[src/rtl/thor2024_fetch_buffer.sv]
// thor2024_fetch_buffer: two-pair (AB/CD) fetch buffer with backward-branch detection.
//   in : clk, rst, hit, irq, pc, insn0, insn1, branchmiss, enq_cnt
//   out: fetchbuf, fetchbufA_v..D_v, backbrA..D, branchback, backpc, did_branchback,
//        fb0/fb1 instr, pc and valid of the active pair
module thor2024_fetch_buffer #(
  parameter int INSN_W = 40,
  parameter int PC_W = 32,
  parameter int INSN_BYTES = 5,
  parameter logic [6:0] BR_MASK = 7'h78,
  parameter logic [6:0] BR_VAL = 7'h28,
  parameter int DISP_LSB = 19
) (
  input  logic clk,
  input  logic rst,
  input  logic hit,
  input  logic irq,
  input  logic [PC_W-1:0] pc,
  input  logic [INSN_W-1:0] insn0,
  input  logic [INSN_W-1:0] insn1,
  input  logic branchmiss,
  input  logic [1:0] enq_cnt,
  output logic fetchbuf,
  output logic fetchbufA_v,
  output logic fetchbufB_v,
  output logic fetchbufC_v,
  output logic fetchbufD_v,
  output logic backbrA,
  output logic backbrB,
  output logic backbrC,
  output logic backbrD,
  output logic branchback,
  output logic [PC_W-1:0] backpc,
  output logic did_branchback,
  output logic [INSN_W-1:0] fb0_instr,
  output logic [INSN_W-1:0] fb1_instr,
  output logic [PC_W-1:0] fb0_pc,
  output logic [PC_W-1:0] fb1_pc,
  output logic fb0_v,
  output logic fb1_v
);
  localparam int DW = INSN_W - DISP_LSB;
  logic [INSN_W-1:0] ins [4];
  logic [PC_W-1:0] pcs [4];
  logic [PC_W-1:0] tgt [4];
  logic [3:0] v, bb, sv, cv;
  logic fb, dbb, br0, br1, stomp, c0, c1, tog, fill_ab, fill_cd;
  logic [1:0] s0, s1;
  always_comb begin
    for (int i = 0; i < 4; i++) begin
      bb[i] = ((ins[i][6:0] & BR_MASK) == BR_VAL) & ins[i][INSN_W-1];
      tgt[i] = pcs[i] + {{(PC_W-DW){ins[i][INSN_W-1]}}, ins[i][INSN_W-1:DISP_LSB]};
    end
  end
  assign s0 = {fb, 1'b0};
  assign s1 = {fb, 1'b1};
  assign br0 = v[s0] & bb[s0];
  assign br1 = v[s1] & bb[s1];
  assign stomp = (br0 | br1) & ~dbb;
  // enq_cnt takes the first valid slot(s) in order; surplus count is dropped
  assign c0 = v[s0] & (enq_cnt != 2'd0);
  assign c1 = v[s1] & (enq_cnt > (v[s0] ? 2'd1 : 2'd0));
  assign tog = ~(v[s0] & ~c0) & ~(v[s1] & ~c1);
  assign fill_ab = hit & ~irq & ~v[0] & ~v[1];
  assign fill_cd = hit & ~irq & ~fill_ab & ~v[2] & ~v[3];
  always_comb begin
    sv = v & (fb ? 4'b1100 : 4'b0011);
    sv[s1] = sv[s1] & ~br0;
    cv = v;
    cv[s0] = v[s0] & ~c0;
    cv[s1] = v[s1] & ~c1;
    cv = cv | {{2{fill_cd}}, {2{fill_ab}}};
  end
  always_ff @(posedge clk) begin
    if (rst) begin
      v <= '0;
      fb <= 1'b0;
      dbb <= 1'b0;
      for (int i = 0; i < 4; i++) begin
        ins[i] <= '0;
        pcs[i] <= '0;
      end
    end else if (branchmiss) begin
      v <= '0;
      fb <= 1'b0;
      dbb <= 1'b0;
    end else if (stomp) begin
      v <= sv;
      dbb <= ~br0;
    end else begin
      v <= cv;
      fb <= fb ^ tog;
      dbb <= dbb & ~c1 & ~tog;
      if (fill_ab | fill_cd) begin
        ins[{fill_cd, 1'b0}] <= insn0;
        ins[{fill_cd, 1'b1}] <= insn1;
        pcs[{fill_cd, 1'b0}] <= pc;
        pcs[{fill_cd, 1'b1}] <= pc + PC_W'(INSN_BYTES);
      end
    end
  end
  assign fetchbuf = fb;
  assign {fetchbufD_v, fetchbufC_v, fetchbufB_v, fetchbufA_v} = v;
  assign {backbrD, backbrC, backbrB, backbrA} = bb;
  assign branchback = br0 | br1;
  assign backpc = br0 ? tgt[s0] : tgt[s1];
  assign did_branchback = dbb;
  assign fb0_instr = ins[s0];
  assign fb1_instr = ins[s1];
  assign fb0_pc = pcs[s0];
  assign fb1_pc = pcs[s1];
  assign fb0_v = v[s0];
  assign fb1_v = v[s1];
endmodule

[config.mk]
export PLATFORM = sky130hd
export DESIGN_NAME = thor2024_fetch_buffer
export DESIGN_NICKNAME = d
export VERILOG_FILES = /design/src/rtl/thor2024_fetch_buffer.sv
export SDC_FILE = /design/constraint.sdc
export NUM_CORES = 1
export LEC_CHECK = 0
export BUFFER_PORTS_ARGS = -buffer_cell sky130_fd_sc_hd__clkbuf_2
export CORE_AREA = 8 8 211 213
export CTS_BUF_LIST = sky130_fd_sc_hd__clkbuf_16
export CTS_CLUSTER_DIAMETER = 50
export DETAILED_ROUTE_END_ITERATION = 12
export DIE_AREA = 0 0 219 221
export PLACE_DENSITY = 0.75
export SLEW_MARGIN = 15
export SYNTH_ARGS = -nofsm -noshare
export SYNTH_HDL_FRONTEND = slang
export SYNTH_SLANG_ARGS = --single-unit
[constraint.sdc]
create_clock -name clk -period 8 [get_ports clk]
set_input_delay 1.6 -clock clk [delete_from_list [all_inputs] [get_ports clk]]
set_output_delay 1.6 -clock clk [all_outputs]
set_load 0.02 [all_outputs]
---- Word-level counts from Yosys, hierarchy flattened ----
Memories as Yosys holds them, arrays and structs flattened. A register that Yosys moved wholly into a read port is not among the register bits.
Cells that the tools add are included.
word-level totals
  register bits ........................... 6
  memory bits (writable) .................. 288
  input port bits ......................... 119
  word-level logic and storage cells ...... 125
  memories ................................ 2
memories
  name  words  bits a word  read ports  clocked after Yosys merged registers in  write ports  RTL line  source
  ins   4      40           6           2                                        4            42        logic [INSN_W-1:0] ins [4];
  pcs   4      32           6           2                                        4            43        logic [PC_W-1:0] pcs [4];
operators by class
  $add $sub $neg .......................... 5
  $lt $le $gt $ge ......................... 7
  eq/ne operators ......................... 4
  muxes and demuxes ....................... 55
  bitwise logic cells ..................... 41
  reduce and logical (&&, ||, !) cells .... 8
operators by type and width
  cell                                                                number
  2-to-1 mux 32 bit                                                   7
  adder 32 bit                                                        4
  binary-select mux 32 bit (select 2 bit)                             2
  2-to-1 mux 40 bit                                                   2
  OR reduction 40 bit                                                 2
  OR reduction 32 bit                                                 2
  adder 32 x 3 -> 32 bit (second input constant)                      1
  2-to-1 mux 1 bit                                                    25
  2-to-1 mux 2 bit                                                    12
  bitwise AND 1 bit                                                   21
  == test 4 x 3 -> 1 bit (second input constant)                      4
  inverter 1 bit                                                      13
  bitwise mux 4 bit                                                   3
  2-to-1 mux 4 bit                                                    2
  greater-or-equal comparator 3 bit (second input constant)           2
  less-than comparator 2 x 3 -> 1 bit (second input constant)         2
  inverter 2 -> 3 bit                                                 2
  bitwise AND 4 bit                                                   1
  greater-or-equal comparator 2 x 1 -> 1 bit (second input constant)  2
  bitwise OR 4 bit                                                    1
  demux 1 bit (select 1 bit)                                          2
  greater-than comparator 2 x 1 -> 1 bit                              1
  logical AND 1 bit                                                   2
  bitwise OR 1 bit                                                    2
  3 further kinds                                                     3

---- Depth between registers and ports, before layout ----
  depth after elaboration ................. 16
  mapped depth ............................ 12

---- Worst setup path before layout ----
Ideal clock, no wire load.
  path kind ............................... input to register
  start point ............................. input irq
  end point ............................... memory ins[2][0], enable pin
  arrival ................................. 6009 ps
  data required time ...................... 7471 ps
  path slack .............................. 1462 ps
  stages .................................. 6
  path buffers ............................ 1
  path through ............................ nand2b_1 -> nor3_1 -> or4_1 -> or3_1 -> clkbuf_1 -> nand2b_1
RTL lines
  what         RTL line  source
  from (decl)  16        input logic irq,
  to (decl)    42

==> metrics.yaml <==
status: "finished clean"
htreeDepth: 2
slew_viol_final: 0
clk_pin_slew_ns: 0.05
synthArstFlopShare: 0
synth.most_common_cell: "edfxtp_1"
power.density_nw_per_um2: 194
rsz0062_at_grt: "no"
r2r_start: "ins[2][39]$_SDFFCE_PN0P_"
cts_sinks: 295
power_frac_comb: 0.231
routed_wl_microns: 65000
cp-start-kind: "register"
end_kind: "primary output"
cts_setup_buffers: 0
io_buffers: 307
hold_violations: 0
die_h_microns: 221
r2r-end: "ins[0][39]$_SDFFCE_PN0P_"
syn_nets: 2178
max_slew_margin: 0.190
dpl.hpwl_microns: 48200
synth_edf_count: 288
yosys_warnings: 0
worstPathArrival_ns: 4.44
fin_crit_ns: 6.04
setup_viol: 0
hold_depth: 2
synth_area_leader_cell: "edfxtp_1"
min_from: "did_branchback$_SDFF_PP0_"
rrSetupSlack_ns: 2.38
grt_pass1_wl_microns: 98100
fin_crit_sh: 0.756
timing.critical_path.from: "ins[3][19]$_SDFFCE_PN0P_"
r2r_cells: 12
finalPower_uw: 4570
ys_top_cells_by_area: "edfxtp_1 43%, mux2_2 8.0%, ha_1 7.8%"
grtUsageTotal: 0.259
yosysTopAreaCellShare: 0.426
fillCellCount: 3533
cp_data_required_time_ns: 6.40
fmax_mhz: 165
clk_latency_ns: 0.58
tightestPinTransition_ns: 1.21
first_global_vias: 16456
cts_tree: "built"
wl_per_cell_microns: 23.6
cts_buffer_depth: 3
syn_inst: 1929
drv_cap: 0
min_to: "did_branchback$_SDFF_PP0_"
setup_tns_ns: 0
cp_max_fo: 3
vias: 16754
synth_ff_type: "edfxtp_1"
p_sw_uw: 1420
grt_max_degree: 117
drc: 0
drt_pass1_iterations: 6
cts_hold_buf: 0
seqPwrFrac: 0.402
io_pins: 308
syn_area_per_cell_sq_um: 10.5
total_leakage_power_uw: 0.0104
p_int_uw: 3150
rows: 75
viasPerCell: 6.07
cts_resized: 0
p_clk_frac: 0.367
ys_types: 82
switching_share: 0.311
ys_ff_latch: 295
drive_gt1_frac: 0.254
crit_type: "register to primary output"
initial_utilization: 0.491
cts_inserted_buffers: 38
overflow: 0
grt_antenna_before_repair: 1
hold_class: "register to register"
areaGrowthSynthToFinish_pct: 16.1
die_w_microns: 219
synth_top_cells_by_count: "288 x edfxtp_1, 156 x nor2_1, 144 x mux2_2, 132 x and3_1, 129 x a21oi_1"
fin_skew_ns: 0.0319
first_iter_violations: 1697
clockRootBuffer: "clkbuf_16"
yosysSeqAreaShare: 0.433
vdd_ir_drop_max_mv: 0.181
nets: 2445
globalplace.congestion: 0.976
die_area_sq_um: 48400
synthesis.area_sq_um: 20300
core_sq_um: 41300
ant_nets: 0
[critical path, cell delays in order (launching register included)]
cell	delay, ns
edfxtp_1	0.38
ha_1	0.24
fa_1	0.43
a211oi_1	0.27
o21bai_1	0.14
o21ai_0	0.38
a31oi_1	0.20
a31o_2	0.32
a21o_1	0.23
a221oi_1	0.33
xnor2_1	0.18
nor2_1	0.06
nor4_1	0.46
clkbuf_2	0.26
[how the worst max path moves through the flow]
stage | endpoint | depth (start not counted)
2_1_floorplan | ins[2][0]$_SDFFCE_PN0P_ | 6
3_3_place_gp | pcs[0][8]$_SDFFCE_PN0P_ | 8
3_5_place_dp | pcs[0][6]$_SDFFCE_PN0P_ | 11
4_1_cts | backpc[30] | 13
5_1_grt | backpc[30] | 13
6_report | backpc[30] | 13
[state kept, by name, summed over array words and instances, names as in the netlist, named ones only]
signal and count:
ins 160, fetchbuf 1, pcs 128, v 4
did_branchback 1
[area by class of cell]
class                           count  area (sq um)  share of cell area
Clock inverter                     28           289              0.0123
Sequential cell                   295          8790               0.374
Antenna cell                        1          2.50            0.000106
Inverter                           37           139             0.00590
Timing Repair Buffer              321          1670              0.0708
Tap cell                          539           674              0.0287
Clock buffer                       38           951              0.0404
Multi-Input combinational cell   1503         11000               0.468
[per-stage QoR]
step / setup slack, ns / cell area (sq um) / utilization / hold WS, ns / std cells
2_1_floorplan: 1.46 / 20300 / - / 0.566 / 1929
3_3_place_gp: 2.54 / 22300 / 0.540 / 0.506 / 2695
5_1_grt: 1.68 / 23500 / 0.570 / 0.574 / 2761
3_5_place_dp: 2.41 / 22300 / 0.540 / 0.521 / 2695
4_1_cts: 1.97 / 23500 / 0.570 / 0.535 / 2761
6_report: 1.96 / 23500 / 0.570 / 0.551 / 2762
[cell usage in the layout, fill, tap and decap left out, types with 12 or more instances in the layout]
cell type | netlist | routed
nand4_1 | 20 | 20
and3_1 | 132 | 132
o21ai_1 | 18 | 18
xor2_1 | 56 | 56
clkbuf_2 | 0 | 307
nand2b_1 | 17 | 15
a21oi_1 | 129 | 129
and2_1 | 119 | 119
o21bai_1 | 20 | 20
a211oi_1 | 22 | 22
o21a_1 | 14 | 14
ha_1 | 126 | 126
nand3_1 | 41 | 41
o22ai_1 | 12 | 12
buf_4 | 0 | 12
o21ai_0 | 51 | 51
inv_1 | 37 | 44
mux4_2 | 13 | 13
a21o_1 | 55 | 55
a31oi_1 | 14 | 14
xnor2_1 | 74 | 74
clkbuf_16 | 0 | 38
edfxtp_1 | 288 | 288
nor3_1 | 17 | 15
nor2_1 | 156 | 154
mux2_2 | 144 | 144
nand2_1 | 112 | 112
[cells by family after synthesis]
| group | synth area share |
|---|---|
| muxes | 0.0978 |
| buffers and inverters | 0.0249 |
| DFF | 0.433 |
| AOI/OAI and AO/OA | 0.138 |
| and+or+nand+nor | 0.168 |
| xor gates and xnor gates | 0.0561 |
| adders and majority gates | 0.0817 |
[power groups by stage]
| stage | sequential (uW) | combinational, uW | clock [uW] |
|---|---|---|---|
| 3_5_place_dp | 1870 | 1040 | 0 |
| 3_3_place_gp | 1860 | 1030 | 0 |
| 4_1_cts | 1840 | 1040 | 1700 |
| 5_1_grt | 1850 | 1120 | 1750 |
| 6_report | 1840 | 1050 | 1680 |
| 2_1_floorplan | 1850 | 690 | 0 |
[routing by layer]
metal,vias up,track usage,wire (microns)
met5,-,0,0
met4,0,0.0915,2040
met3,111,0.0666,6590
met2,756,0.390,28500
met1,8127,0.357,28000
li1,7760,-,-
Note: power is estimated with default switching activity, not from simulation.
